==> src/rtl/multi_lane_datapath_reset_pkg.sv <==
`default_nettype none
// ============================================================================
// Module   : datapath_reset_pkg
// Brief    : Shared lane state encoding and counter width helper for the
//            multi-lane GT datapath reset sequencer.
// Revision : 1.0 - initial release
// ============================================================================
package datapath_reset_pkg;

  typedef enum logic [1:0] {
    SEARCH = 2'd0,
    RESET  = 2'd1,
    LOCKED = 2'd2,
    FAILED = 2'd3
  } lane_state_t;

  localparam int MIN_CNT_WIDTH = 1;

  // Width for a counter whose terminal value is limit-1; never below 1 bit.
  function automatic int cnt_width(input int limit);
    return (limit <= 2) ? MIN_CNT_WIDTH : $clog2(limit);
  endfunction

endpackage
`default_nettype wire

==> src/rtl/multi_lane_datapath_reset_if.sv <==
`default_nettype none
// ============================================================================
// Module   : multi_lane_datapath_reset_if
// Brief    : Per-lane status/control bundle between the GT wrapper side and
//            the datapath reset sequencer. reset_count exists only when
//            DATAPATH_RESET_STATS_EN is defined.
// Revision : 1.0 - initial release
// ============================================================================
interface multi_lane_datapath_reset_if #(
  parameter int NUM_LANES  = 4,
  parameter int STAT_WIDTH = 16
);

  logic [NUM_LANES-1:0] lane_en;
  logic [NUM_LANES-1:0] channel_good;
  logic [NUM_LANES-1:0] clear_fail;
  logic [NUM_LANES-1:0] rst_out;
  logic [NUM_LANES-1:0] locked;
  logic [NUM_LANES-1:0] fail;
  logic                 all_locked;
  logic                 any_fail;
`ifdef DATAPATH_RESET_STATS_EN
  logic [NUM_LANES*STAT_WIDTH-1:0] reset_count;

  modport master (
    output lane_en, channel_good, clear_fail,
    input  rst_out, locked, fail, all_locked, any_fail, reset_count
  );

  modport slave (
    input  lane_en, channel_good, clear_fail,
    output rst_out, locked, fail, all_locked, any_fail, reset_count
  );
`else
  modport master (
    output lane_en, channel_good, clear_fail,
    input  rst_out, locked, fail, all_locked, any_fail
  );

  modport slave (
    input  lane_en, channel_good, clear_fail,
    output rst_out, locked, fail, all_locked, any_fail
  );
`endif

endinterface
`default_nettype wire

==> src/rtl/multi_lane_datapath_reset_lane.sv <==
`default_nettype none
// ============================================================================
// Module   : datapath_reset_lane
// Brief    : One lane's lock search / reset pulse / retry FSM. With
//            DATAPATH_RESET_STATS_EN a saturating reset event counter is added.
// Revision : 1.0 - initial release
// ============================================================================
module datapath_reset_lane
  import datapath_reset_pkg::*;
#(
  parameter int TIMEOUT_CYCLES = 32768,
  parameter int PULSE_CYCLES   = 4,
  parameter int STABLE_CYCLES  = 64,
  parameter int MAX_RETRIES    = 8
`ifdef DATAPATH_RESET_STATS_EN
  , parameter int STAT_WIDTH   = 16
`endif
) (
  input  logic clk,
  input  logic rst,
  input  logic en,
  input  logic good,
  input  logic clear_fail,
  output logic rst_out,
  output logic locked,
  output logic fail,
  output logic next_locked,
  output logic next_fail
`ifdef DATAPATH_RESET_STATS_EN
  , output logic [STAT_WIDTH-1:0] reset_count
`endif
);

  localparam int TW = cnt_width(TIMEOUT_CYCLES);
  localparam int SW = cnt_width(STABLE_CYCLES);
  localparam int PW = cnt_width(PULSE_CYCLES);
  localparam int RW = cnt_width(MAX_RETRIES + 1);

  localparam logic [TW-1:0] TMO_LAST    = TW'(TIMEOUT_CYCLES - 1);
  localparam logic [SW-1:0] STABLE_LAST = SW'(STABLE_CYCLES - 1);
  localparam logic [PW-1:0] PULSE_LAST  = PW'(PULSE_CYCLES - 1);
  localparam logic [RW-1:0] RETRY_MAX   = RW'(MAX_RETRIES);

  lane_state_t   state, next_state;
  logic [TW-1:0] tmo_cnt, tmo_nxt;
  logic [SW-1:0] stable_cnt, stable_nxt;
  logic [PW-1:0] pulse_cnt, pulse_nxt;
  logic [RW-1:0] retry_cnt, retry_nxt;
  logic          reset_entry;

  always_comb begin
    next_state  = state;
    tmo_nxt     = tmo_cnt;
    stable_nxt  = stable_cnt;
    pulse_nxt   = pulse_cnt;
    retry_nxt   = retry_cnt;
    reset_entry = 1'b0;
    if (!en) begin
      next_state = SEARCH;
      tmo_nxt    = '0;
      stable_nxt = '0;
      pulse_nxt  = '0;
      retry_nxt  = '0;
    end else begin
      unique case (state)
        SEARCH: begin
          if (good) begin
            tmo_nxt = '0;
            if (stable_cnt == STABLE_LAST) begin
              next_state = LOCKED;
              stable_nxt = '0;
              retry_nxt  = '0;
            end else begin
              stable_nxt = stable_cnt + SW'(1);
            end
          end else begin
            stable_nxt = '0;
            if (tmo_cnt == TMO_LAST) begin
              next_state  = RESET;
              tmo_nxt     = '0;
              pulse_nxt   = '0;
              reset_entry = 1'b1;
              if (retry_cnt != RETRY_MAX) retry_nxt = retry_cnt + RW'(1);
            end else begin
              tmo_nxt = tmo_cnt + TW'(1);
            end
          end
        end
        RESET: begin
          if (pulse_cnt == PULSE_LAST) begin
            pulse_nxt  = '0;
            tmo_nxt    = '0;
            stable_nxt = '0;
            next_state = (retry_cnt == RETRY_MAX) ? FAILED : SEARCH;
          end else begin
            pulse_nxt = pulse_cnt + PW'(1);
          end
        end
        LOCKED: begin
          if (!good) begin
            next_state = SEARCH;
            tmo_nxt    = '0;
            stable_nxt = '0;
            retry_nxt  = '0;
          end
        end
        FAILED: begin
          if (clear_fail) begin
            next_state = SEARCH;
            tmo_nxt    = '0;
            stable_nxt = '0;
            retry_nxt  = '0;
          end
        end
        default: next_state = SEARCH;
      endcase
    end
  end

  assign next_locked = (next_state == LOCKED);
  assign next_fail   = (next_state == FAILED);

  always_ff @(posedge clk) begin
    if (rst) begin
      state      <= SEARCH;
      tmo_cnt    <= '0;
      stable_cnt <= '0;
      pulse_cnt  <= '0;
      retry_cnt  <= '0;
      rst_out    <= 1'b0;
      locked     <= 1'b0;
      fail       <= 1'b0;
    end else begin
      state      <= next_state;
      tmo_cnt    <= tmo_nxt;
      stable_cnt <= stable_nxt;
      pulse_cnt  <= pulse_nxt;
      retry_cnt  <= retry_nxt;
      rst_out    <= (next_state == RESET);
      locked     <= next_locked;
      fail       <= next_fail;
    end
  end

`ifdef DATAPATH_RESET_STATS_EN
  // Survives lane_en and clear_fail so escalation logic can see the history.
  always_ff @(posedge clk) begin
    if (rst) begin
      reset_count <= '0;
    end else if (reset_entry && (reset_count != {STAT_WIDTH{1'b1}})) begin
      reset_count <= reset_count + STAT_WIDTH'(1);
    end
  end
`endif

endmodule
`default_nettype wire

==> src/rtl/multi_lane_datapath_reset.sv <==
`default_nettype none
// ============================================================================
// Module   : multi_lane_datapath_reset
// Brief    : NUM_LANES independent datapath reset sequencers plus registered
//            all_locked/any_fail summaries. Optional: DATAPATH_RESET_STATS_EN.
// Revision : 1.0 - initial release
// ============================================================================
module multi_lane_datapath_reset
  import datapath_reset_pkg::*;
#(
  parameter int NUM_LANES      = 4,
  parameter int TIMEOUT_CYCLES = 32768,
  parameter int PULSE_CYCLES   = 4,
  parameter int STABLE_CYCLES  = 64,
  parameter int MAX_RETRIES    = 8,
  parameter int STAT_WIDTH     = 16
) (
  input logic                        clk,
  input logic                        rst,
  multi_lane_datapath_reset_if.slave bus
);

  logic [NUM_LANES-1:0] rst_out_vec;
  logic [NUM_LANES-1:0] locked_vec;
  logic [NUM_LANES-1:0] fail_vec;
  logic [NUM_LANES-1:0] next_locked_vec;
  logic [NUM_LANES-1:0] next_fail_vec;

  for (genvar i = 0; i < NUM_LANES; i++) begin : g_lane
    datapath_reset_lane #(
      .TIMEOUT_CYCLES (TIMEOUT_CYCLES),
      .PULSE_CYCLES   (PULSE_CYCLES),
      .STABLE_CYCLES  (STABLE_CYCLES),
      .MAX_RETRIES    (MAX_RETRIES)
`ifdef DATAPATH_RESET_STATS_EN
      , .STAT_WIDTH   (STAT_WIDTH)
`endif
    ) u_lane (
      .clk         (clk),
      .rst         (rst),
      .en          (bus.lane_en[i]),
      .good        (bus.channel_good[i]),
      .clear_fail  (bus.clear_fail[i]),
      .rst_out     (rst_out_vec[i]),
      .locked      (locked_vec[i]),
      .fail        (fail_vec[i]),
      .next_locked (next_locked_vec[i]),
      .next_fail   (next_fail_vec[i])
`ifdef DATAPATH_RESET_STATS_EN
      , .reset_count (bus.reset_count[i*STAT_WIDTH +: STAT_WIDTH])
`endif
    );
  end

  assign bus.rst_out = rst_out_vec;
  assign bus.locked  = locked_vec;
  assign bus.fail    = fail_vec;

  // Built from next-state values so the summaries move on the same edge as the lanes.
  always_ff @(posedge clk) begin
    if (rst) begin
      bus.all_locked <= 1'b0;
      bus.any_fail   <= 1'b0;
    end else begin
      bus.all_locked <= (|bus.lane_en) && (&(next_locked_vec | ~bus.lane_en));
      bus.any_fail   <= |next_fail_vec;
    end
  end

endmodule
`default_nettype wire

==> src/flat_wrapper.sv <==
// flat-port wrapper written by rule: the top's interface ports become plain ports
module multi_lane_datapath_reset_flat import datapath_reset_pkg::*;
#(
  parameter int NUM_LANES      = 4,
  parameter int TIMEOUT_CYCLES = 32768,
  parameter int PULSE_CYCLES   = 4,
  parameter int STABLE_CYCLES  = 64,
  parameter int MAX_RETRIES    = 8,
  parameter int STAT_WIDTH     = 16
)
  (clk, rst, bus_lane_en, bus_channel_good, bus_clear_fail, bus_rst_out, bus_locked, bus_fail, bus_all_locked, bus_any_fail);
  multi_lane_datapath_reset_if #(.NUM_LANES(NUM_LANES), .STAT_WIDTH(STAT_WIDTH)) bus_i ();
  input logic clk;
  input logic rst;
  input wire logic [$bits(bus_i.lane_en)-1:0] bus_lane_en;
  input wire logic [$bits(bus_i.channel_good)-1:0] bus_channel_good;
  input wire logic [$bits(bus_i.clear_fail)-1:0] bus_clear_fail;
  output wire logic [$bits(bus_i.rst_out)-1:0] bus_rst_out;
  output wire logic [$bits(bus_i.locked)-1:0] bus_locked;
  output wire logic [$bits(bus_i.fail)-1:0] bus_fail;
  output wire logic [$bits(bus_i.all_locked)-1:0] bus_all_locked;
  output wire logic [$bits(bus_i.any_fail)-1:0] bus_any_fail;
  assign bus_i.lane_en = bus_lane_en;
  assign bus_i.channel_good = bus_channel_good;
  assign bus_i.clear_fail = bus_clear_fail;
  assign bus_rst_out = bus_i.rst_out;
  assign bus_locked = bus_i.locked;
  assign bus_fail = bus_i.fail;
  assign bus_all_locked = bus_i.all_locked;
  assign bus_any_fail = bus_i.any_fail;
  multi_lane_datapath_reset #(.NUM_LANES(NUM_LANES), .TIMEOUT_CYCLES(TIMEOUT_CYCLES), .PULSE_CYCLES(PULSE_CYCLES), .STABLE_CYCLES(STABLE_CYCLES), .MAX_RETRIES(MAX_RETRIES), .STAT_WIDTH(STAT_WIDTH)) u_core (.clk(clk), .rst(rst), .bus(bus_i));
endmodule
==> config.mk <==
export PLATFORM = sky130hd
export DESIGN_NAME = multi_lane_datapath_reset_flat
export DESIGN_NICKNAME = d
export VERILOG_FILES = /design/src/rtl/multi_lane_datapath_reset_pkg.sv /design/src/rtl/multi_lane_datapath_reset_if.sv /design/src/rtl/multi_lane_datapath_reset_lane.sv /design/src/rtl/multi_lane_datapath_reset.sv /design/src/flat_wrapper.sv
export SDC_FILE = /design/constraint.sdc
export NUM_CORES = 1
export LEC_CHECK = 0
export CORE_MARGIN = 8
export CORE_UTILIZATION = 55
export DETAILED_ROUTE_END_ITERATION = 6
export PLACE_DENSITY = 0.76
export SLEW_MARGIN = 20
export SYNTH_ARGS = -nofsm -noshare
export SYNTH_HDL_FRONTEND = slang
export SYNTH_SLANG_ARGS = --single-unit
export TNS_END_PERCENT = 10
==> constraint.sdc <==
create_clock -name clk -period 2.7 [get_ports clk]
set_input_delay 0.405 -clock clk [delete_from_list [all_inputs] [get_ports clk]]
set_output_delay 0.405 -clock clk [all_outputs]
set_load 0.01 [all_outputs]
### After elaboration in Yosys (flattened, before gate mapping)

Cells that the tools add are included.

* add/sub/neg operators: 16
* eq/ne operators: 76
* multiplexer cells: 128
* bitwise gates (word level): 6
* reductions and logical operators: 32

Operators by type and width (count)
* 15-bit 2-to-1 mux: 20
* 15-bit one-hot mux with 4 select lines: 4
* 6-bit 2-to-1 mux: 20
* 4-bit 2-to-1 mux: 24
* 6-bit one-hot mux with 4 select lines: 4
* 2-bit 2-to-1 mux: 44
* 15-bit by 1-bit adder with 15-bit output, second input constant: 4
* 15-bit == test, second input constant: 4
* 4-bit one-hot mux with 3 select lines: 4
* 2-bit == test, second input constant: 20
* 2-bit inequality test, second input constant: 20
* 3-bit inequality test, second input constant: 12
* 2-bit one-hot mux with 4 select lines: 4
* 6-bit by 1-bit adder with 6-bit output, second input constant: 4
* 6-bit == test, second input constant: 4
* 3-bit AND reduction: 8
* 6-bit AND reduction: 4
* 4-bit by 1-bit adder with 4-bit output, second input constant: 4
* 2-bit by 1-bit == test with 1-bit output, second input constant: 8
* 4-bit == test, second input constant: 4
* 4-bit inequality test, second input constant: 4
* 2-bit one-hot mux with 2 select lines: 4
* 3-bit nonzero test: 4
* 2-bit by 1-bit adder with 2-bit output, second input constant: 4
* 9 further kinds: 22

* register bits after elaboration: 130
* word-level logic and storage cells: 292

### Longest topological paths before layout

Gate-level depths: netlist of the first run.

* depth after elaboration: 9
* gate-level depth with buffers: 8
* gate-level depth less buffers: 7

### By module

A second synthesis of the first run with hierarchy kept.

* cell total of the unflattened synthesis: 784
* area total of the unflattened synthesis: 6726.5 um^2

By module, submodules not included
* datapath_reset_lane (u_core.g_lane[2].u_lane ...): times used 2, cells each 194, area an instance 1627.8 um^2, seq. area each 640.6 um^2
* datapath_reset_lane (u_core.g_lane[1].u_lane): times used 1, cells each 194, area an instance 1741.7 um^2, seq. area each 640.6 um^2
* datapath_reset_lane (u_core.g_lane[0].u_lane): times used 1, cells each 191, area an instance 1624.1 um^2, seq. area each 640.6 um^2
* multi_lane_datapath_reset: times used 1, cells each 11, area an instance 105.1 um^2, seq. area each 40.0 um^2

### Worst setup path before layout of the first run

No wires, ideal clock.

* path kind: register to register
* start point: register u_core.g_lane[2].u_lane.pulse_cnt[0]
* end point: register u_core.g_lane[2].u_lane.stable_cnt[5]
* library setup time: 117 ps
* data arrival time: 1674 ps
* required time: 2583 ps
* path slack: 909 ps
* cell stages (with the launch flop): 7
* clock period less this slack: 1791 ps
* cells stage by stage: dfxtp_1 ha_1 nor3b_1 a31oi_2 nand4_1 xor2_1 nor2_1

* cells in the longest elaborated chain, start to end: 3

RTL lines
* start: declaration: line multi_lane_datapath_reset_lane.sv:47 `logic [PW-1:0] pulse_cnt, pulse_nxt;`
* start signal: assignment: line multi_lane_datapath_reset_lane.sv:137 `pulse_cnt <= pulse_nxt;`
* 2-bit == test: line multi_lane_datapath_reset_lane.sv:90 `if (pulse_cnt == PULSE_LAST) begin`
* 2-bit inequality test (no source line)
* 3-bit AND reduction (no source line)
* end signal: assignment: line multi_lane_datapath_reset_lane.sv:136 `stable_cnt <= stable_nxt;`
* end: declaration: line multi_lane_datapath_reset_lane.sv:46 `logic [SW-1:0] stable_cnt, stable_nxt;`

Every way passes these cells.
A chain may end at the register's enable or synchronous reset.

### Worst setup path after layout of the first run

* start point: register u_core.g_lane[2].u_lane.state[1]
* end point: register u_core.g_lane[2].u_lane.stable_cnt[5]

* cells in the longest elaborated chain, start to end: 3
* elaborated cells on any way between the ends: 9

RTL lines
* start: declaration: line multi_lane_datapath_reset_lane.sv:44 `lane_state_t state, next_state;`
* start signal: assignment: line multi_lane_datapath_reset_lane.sv:134 `state <= next_state;`
* 2-bit by 1-bit == test with 1-bit output / 2-bit == test (equally long branches): line multi_lane_datapath_reset_lane.sv:65 `unique case (state)`
* 2-bit inequality test (no source line)
* 3-bit AND reduction (no source line)

Parallel ways exist; a longest one is shown, timed or not.

==> impl_metrics.json, run 1 <==
{
  "drv_cap": 0,
  "syn_area_um2": 6434,
  "timing.fmax_mhz": 465.3,
  "clock_latency_ns": 0.41,
  "grt.total_usage": 0.1791,
  "vias": 5348,
  "nNetsFinal": 811,
  "grt_overflow_total": 0,
  "hold_class": "reg -> reg",
  "whs_ns": 0.4497,
  "fin_skew_ns": 0.006445,
  "setup_tns_ns": 0,
  "synth_nets": 786,
  "p_int_mw": 3.298,
  "synth_top_cell_area_share": 0.4045,
  "diodes": 0,
  "finalPower_mw": 4.165,
  "yosysTopAreaCell": "dfxtp_1",
  "syn_avg_cell_area_um2": 8.555,
  "p_seq_frac": 0.465,
  "clk_pin_slew_worst_paths_ns": 0.05,
  "dp_hpwl_mm": 9.621,
  "final.fill_count": 993,
  "numCtsBuffers": 17,
  "critPathLaunchType": "register",
  "arrival_ns": 2.45,
  "clockBufferDepth": 2,
  "grt_pass1_vias": 4886,
  "cts_tree": "built",
  "power_density_nw_per_um2": 569.8,
  "path_max_fanout": 18,
  "ys_warn_count": 0,
  "num_rows": 39,
  "switchingPower_uw": 866.9,
  "dieArea_um2": 15410,
  "leakage_nw": 2.654,
  "grt_pass1_wl_mm": 22.34,
  "utilization": 0.6400,
  "ant_nets": 0,
  "grt_max_degree": 19,
  "drive_gt1_frac": 0.07878,
  "antenna_found_initial": 0,
  "design.portCount": 28,
  "numPortBuffers": 27,
  "yosys_most_used_dff": "dfxtp_1",
  "ctsHoldBuffers": 0,
  "clock-sinks": 130,
  "final_cell_mix": "130 x dfxtp_1, 103 x nor2_1, 75 x nand2_1",
  "final_hold_viol_count": 0,
  "start_util": 0.5634,
  "status": "complete, no violations",
  "switching_share": 0.2082,
  "dp.cells": 901,
  "ir_drop_mv": 0.6963,
  "synth.area.top_cells": "dfxtp_1 40%, nor2_1 6.0%, xor2_1 5.4%",
  "layout_commonest_cell": "dfxtp_1",
  "cp.required_ns": 3.00,
  "fp.coreArea_um2": 11420,
  "drv_slew": 0,
  "fin_cells": 930,
  "htree_levels": 4,
  "cts_setup_buffers": 0,
  "post_drt_wl_per_cell_um": 14.38,
  "synthCells": 752,
  "end_kind": "register",
  "first_pass_iters": 5,
  "area_growth_pct": 13.59,
  "drtIter0Drc": 494,
  "tightest_slew_ns": 0.9177,
  "p_comb_frac": 0.035,
  "finalCritPeriodShare": 0.7961,
  "maxSlewHeadroom": 0.3869,
  "min_period_ns": 2.149,
  "root_buffer": "clkbuf_16",
  "die-height_um": 124.2,
  "synth_edf_count": 0,
  "rsz0062_at_grt": "false",
  "die_w_um": 124.2,
  "cts_resized": 0,
  "ys_seq_area_frac": 0.4045,
  "yosys_register_bits": 130,
  "synthArstFlopShare": 0,
  "finalSetupViolations": 0,
  "clockPowerShare": 0.501,
  "crit_type": "reg -> reg",
  "vias_per_cell": 5.751,
  "yosys.cell_types.count": 74,
  "finalWirelength_mm": 13.37,
  "drcViolationCount": 0,
  "gp_congestion": 0.8477
}
==> critical path, cell delays in order, from the launching register on <==
cell	delay [ns]
dfxtp_1	0.50
nor3b_1	0.83
a31oi_2	0.25
nand4_1	0.23
xor2_1	0.17
nor2_1	0.05
==> power by group through the flow <==
stage / Sequential [mW] / Combinational (mW) / Clock, mW
2_1_floorplan: 1.97 / 0.0859 / 0
3_3_place_gp: 1.98 / 0.139 / 0
3_5_place_dp: 1.98 / 0.142 / 0
4_1_cts: 1.94 / 0.143 / 2.12
5_1_grt: 1.94 / 0.156 / 2.21
6_report: 1.94 / 0.144 / 2.08
==> state kept, by name, indices dropped and copies added (netlist names) <==
register and cells:
u_core.g_lane.u_lane.state 8, u_core.bus.any_fail 1, u_core.g_lane.u_lane.tmo_cnt 60, u_core.bus.all_locked 1, u_core.g_lane.u_lane.pulse_cnt 8, u_core.g_lane.u_lane.fail 4, u_core.g_lane.u_lane.locked 4, u_core.g_lane.u_lane.retry_cnt 16
u_core.g_lane.u_lane.stable_cnt 24, u_core.g_lane.u_lane.rst_out 4
==> per-layer routing <==
layer | up-vias | global-route usage | share of wire
met2 | 110 | 0.2859 | 0.46
met5 | - | 0 | 0
met3 | 19 | 0.05621 | 0.055
met4 | 0 | 0.06022 | 0.013
li1 | 2685 | - | -
met1 | 2534 | 0.2249 | 0.47
==> through the flow <==
step / instance area [µm²] / worst slack (ns)
final: 7308 / 0.5507
after CTS: 7308 / 0.5769
after floorplan: 6434 / 0.9086
after detailed placement: 6774 / 0.3420
after global routing: 7308 / 0.4149
after global placement: 6774 / 0.4034
==> cells in the mapped netlist, drive strengths merged (3+ instances only) <==
cell type  count
a21oi         33
nor2b          9
clkbuf        11
nor4           5
or3           10
or2            3
nand2b        15
buf           24
a31o           3
a22oi          5
nand2         75
and3          16
o211ai         3
nand4         29
nand3b         6
xnor2         24
o22ai          5
nor3b          5
a31oi          8
nor3          17
dfxtp        130
xor2          40
and4           5
o21ai         25
a211oi         4
nor2         103
ha            20
nand3         33
inv           23
and2           9
mux2i          8
or3b           4
a311oi         6
==> cell families (layout without fill, tap and decap cells) <==
group                      Yosys count  in the layout  share of synthesized area
xor gates and xnor gates            64             64                    0.08713
muxes                                9              9                    0.01420
and+or+nand+nor                    350            350                     0.2771
buffers and inverters               58             93                    0.04667
AOI/OAI and AO/OA                  121            121                     0.1315
DFF                                130            130                     0.4045
adders and majority gates           20             20                    0.03890
==> worst paths after layout <==
kind                                                end  cells after the start                           startpoint  slack (ns)
setup / recovery  u_core.g_lane[2].u_lane.stable_cnt[5]                      5     u_core.g_lane[2].u_lane.state[1]        0.55
hold / removal      u_core.g_lane[0].u_lane.tmo_cnt[14]                      2  u_core.g_lane[0].u_lane.tmo_cnt[14]        0.45
setup reg to reg  u_core.g_lane[2].u_lane.stable_cnt[5]                      5     u_core.g_lane[2].u_lane.state[1]        0.55
hold reg to reg     u_core.g_lane[0].u_lane.tmo_cnt[14]                      2  u_core.g_lane[0].u_lane.tmo_cnt[14]        0.45
==> cell type report <==
| class | instances | area (µm²) | area share |
|---|---|---|---|
| Clock buffer | 22 | 474.2 | 0.06489 |
| Clock inverter | 7 | 60.06 | 0.008218 |
| Inverter | 23 | 86.33 | 0.01181 |
| Multi-Input combinational cell | 564 | 3531 | 0.4831 |
| Sequential cell | 130 | 2603 | 0.3561 |
| Tap cell | 143 | 178.9 | 0.02448 |
| Timing Repair Buffer | 41 | 375.4 | 0.05136 |
Note: power is estimated with default switching activity, not from simulation.
==> run 2: changes to the inputs <==
==> constraint.sdc (replaced) <==
create_clock -name clk -period 2.1 [get_ports clk]
set_input_delay 0.315 -clock clk [delete_from_list [all_inputs] [get_ports clk]]
set_output_delay 0.315 -clock clk [all_outputs]
set_load 0.01 [all_outputs]
==> run 2 against run 1 <==
Setup slack worse by 0.50 ns. First-iteration DRC count down 23%. Critical path depth up 2. Non-clock buffer count increased by 31. Routed wire length is 4.9% higher. Clock power increased by 54%. Via count rose by 3.3%. Clock skew is 0.00060 ns lower. Clock-buffer cell count down 4. Global-route usage increased by 1.3 points. Largest power group unchanged.
==> impl_metrics.json, run 2 (same netlist as run 1, synthesis figures left out) <==
{
  "largest_reg_flops": 60,
  "drv_cap": 0,
  "timing.fmax_mhz": 486.9,
  "ctsHoldBuffers": 0,
  "fin_area_um2": 7687,
  "numPortBuffers": 27,
  "clock_latency_ns": 0.42,
  "dpl-instance-area_um2": 7019,
  "maxSlewHeadroom": 0.6594,
  "holdPathStages": 2,
  "worst_slack_ns": 0.04633,
  "antenna_found_initial": 0,
  "tightest_slew_ns": 0.5098,
  "fin_skew_ns": 0.005844,
  "clk_pin_slew_worst_paths_ns": 0.06,
  "ant_nets": 0,
  "critPathLaunchType": "register",
  "place_ws_ns": -0.1070,
  "leakage_nw": 2.850,
  "num_rows": 39,
  "cp-startpoint": "u_core.g_lane[1].u_lane.retry_cnt[0]",
  "final_cell_mix": "130 x dfxtp_1, 103 x nor2_1, 75 x nand2_1",
  "rsz0062_at_grt": "true",
  "ir_drop_mv": 1.041,
  "slowest_stage": "a2111oi_1",
  "grt_pass1_vias": 5282,
  "vias_per_cell": 5.733,
  "layout_commonest_cell": "dfxtp_1",
  "reg2reg_from": "u_core.g_lane[1].u_lane.retry_cnt[0]",
  "area_growth_pct": 19.49,
  "status": "complete, no violations",
  "die_w_um": 124.2,
  "finalSetupViolations": 0,
  "hold_class": "reg -> reg",
  "gp_congestion": 0.8325,
  "largest_register": "u_core.g_lane.u_lane.tmo_cnt",
  "arrival_ns": 2.35,
  "die-height_um": 124.2,
  "dp_hpwl_mm": 10.10,
  "rr_endpoint": "u_core.bus.all_locked",
  "clockBufferDepth": 2,
  "r2r_setup_slack_ns": 0.05,
  "grt.total_usage": 0.1917,
  "reg2regPathDepth": 7,
  "root_buffer": "clkbuf_16",
  "dieArea_um2": 15410,
  "power_density_nw_per_um2": 768.5,
  "crit_type": "reg -> reg",
  "clock-sinks": 130,
  "vias": 5527,
  "grt_overflow_total": 0,
  "drcViolationCount": 0,
  "drv_slew": 0,
  "dp.cells": 932,
  "critPathMaxStageDelay_ns": 0.39,
  "critical_path.endpoint": "u_core.bus.all_locked",
  "numCtsBuffers": 17,
  "fin_cells": 964,
  "design.portCount": 28,
  "finalCritPeriodShare": 0.9779,
  "final_hold_viol_count": 0,
  "path_max_fanout": 4,
  "htree_levels": 4,
  "grt_max_degree": 17,
  "crit_path_cell_trace": "inv_1 -> ha_1 -> and3b_1 -> o311a_1 -> a21oi_1 -> nand2_1 -> a2111oi_1",
  "finalWirelength_mm": 14.03,
  "cts_tree": "built",
  "drive_gt1_frac": 0.1242,
  "drtIter0Drc": 378,
  "first_pass_iters": 6,
  "diodes": 0,
  "post_drt_wl_per_cell_um": 14.55,
  "grt_pass1_wl_mm": 23.86,
  "nNetsFinal": 842,
  "cp.required_ns": 2.40,
  "end_kind": "register",
  "fp.coreArea_um2": 11420,
  "min_period_ns": 2.054,
  "reg_top3": "u_core.g_lane.u_lane.tmo_cnt (60), u_core.g_lane.u_lane.stable_cnt (24), u_core.g_lane.u_lane.retry_cnt (16)",
  "finalPower_mw": 5.908,
  "start_util": 0.5634
}
## run 2: cell types whose count changed in the layout (fill, tap and decap cells not counted), sizes merged
| cell | change |
|---|---|
| clkbuf | -4 |
| clkinv | -2 |
| buf | +31 |
| bufinv | +4 |
| clkinvlp | +5 |
## run 2: power breakdown
| part | switching, mW | internal [mW] |
|---|---|---|
| clock network | 1.08 | 2.13 |
| logic | 0.117 | 0.0954 |
| registers | 0.0101 | 2.48 |
| total | 1.21 | 4.70 |
## run 2: area by class of cell
class | instances | area [µm²]
inverter | 23 | 86.33
clock inverter | 14 | 211.5
fill | 916 | 3731
timing repair buffer | 72 | 620.6
tap | 143 | 178.9
clock buffer | 18 | 439.2
sequential | 130 | 2603
multi-input combinational | 564 | 3548
## run 2: critical path: cells and delay by family, from the launching register on
kind	cells	cell delay (ns)
AOI/OAI and AO/OA	3	0.94
adders and majority gates	1	0.20
buffers and inverters	1	0.08
DFF	1	0.38
and+or+nand+nor	2	0.34
## run 2: through the flow
step / utilization / TNS [ns] / hold slack (ns)
3_5_place_dp: 0.6147 / -1.993 / 0.4370
5_1_grt: 0.6732 / -0.2803 / 0.4622
2_1_floorplan: - / 0 / 0.3981
4_1_cts: 0.6717 / 0 / 0.4458
6_report: 0.6732 / 0 / 0.4462
3_3_place_gp: 0.6147 / -0.1776 / 0.4336
## run 2: worst min path at each step
stage	start	slack, ns	endpoint
detailed placement	u_core.g_lane[0].u_lane.tmo_cnt[14]	0.44	u_core.g_lane[0].u_lane.tmo_cnt[14]
global placement	u_core.g_lane[0].u_lane.tmo_cnt[14]	0.43	u_core.g_lane[0].u_lane.tmo_cnt[14]
global route	u_core.g_lane[0].u_lane.tmo_cnt[14]	0.46	u_core.g_lane[0].u_lane.tmo_cnt[14]
finish	u_core.g_lane[0].u_lane.tmo_cnt[14]	0.45	u_core.g_lane[0].u_lane.tmo_cnt[14]
floorplan	rst	0.40	u_core.bus.all_locked
CTS	u_core.g_lane[0].u_lane.tmo_cnt[14]	0.45	u_core.g_lane[0].u_lane.tmo_cnt[14]
## run 2: metal layers
layer	track usage	wire, µm	part of all wire
met3	0.05349	695	0.050
met2	0.3250	6924	0.49
met4	0.07361	114	0.0081
met5	0	0	0
met1	0.2257	6296	0.45
## run 2: what timing repair did
action                     CTS  global route
gates resized for setup      0             5
setup endpoints to repair    0            29
buffers inserted             0             0
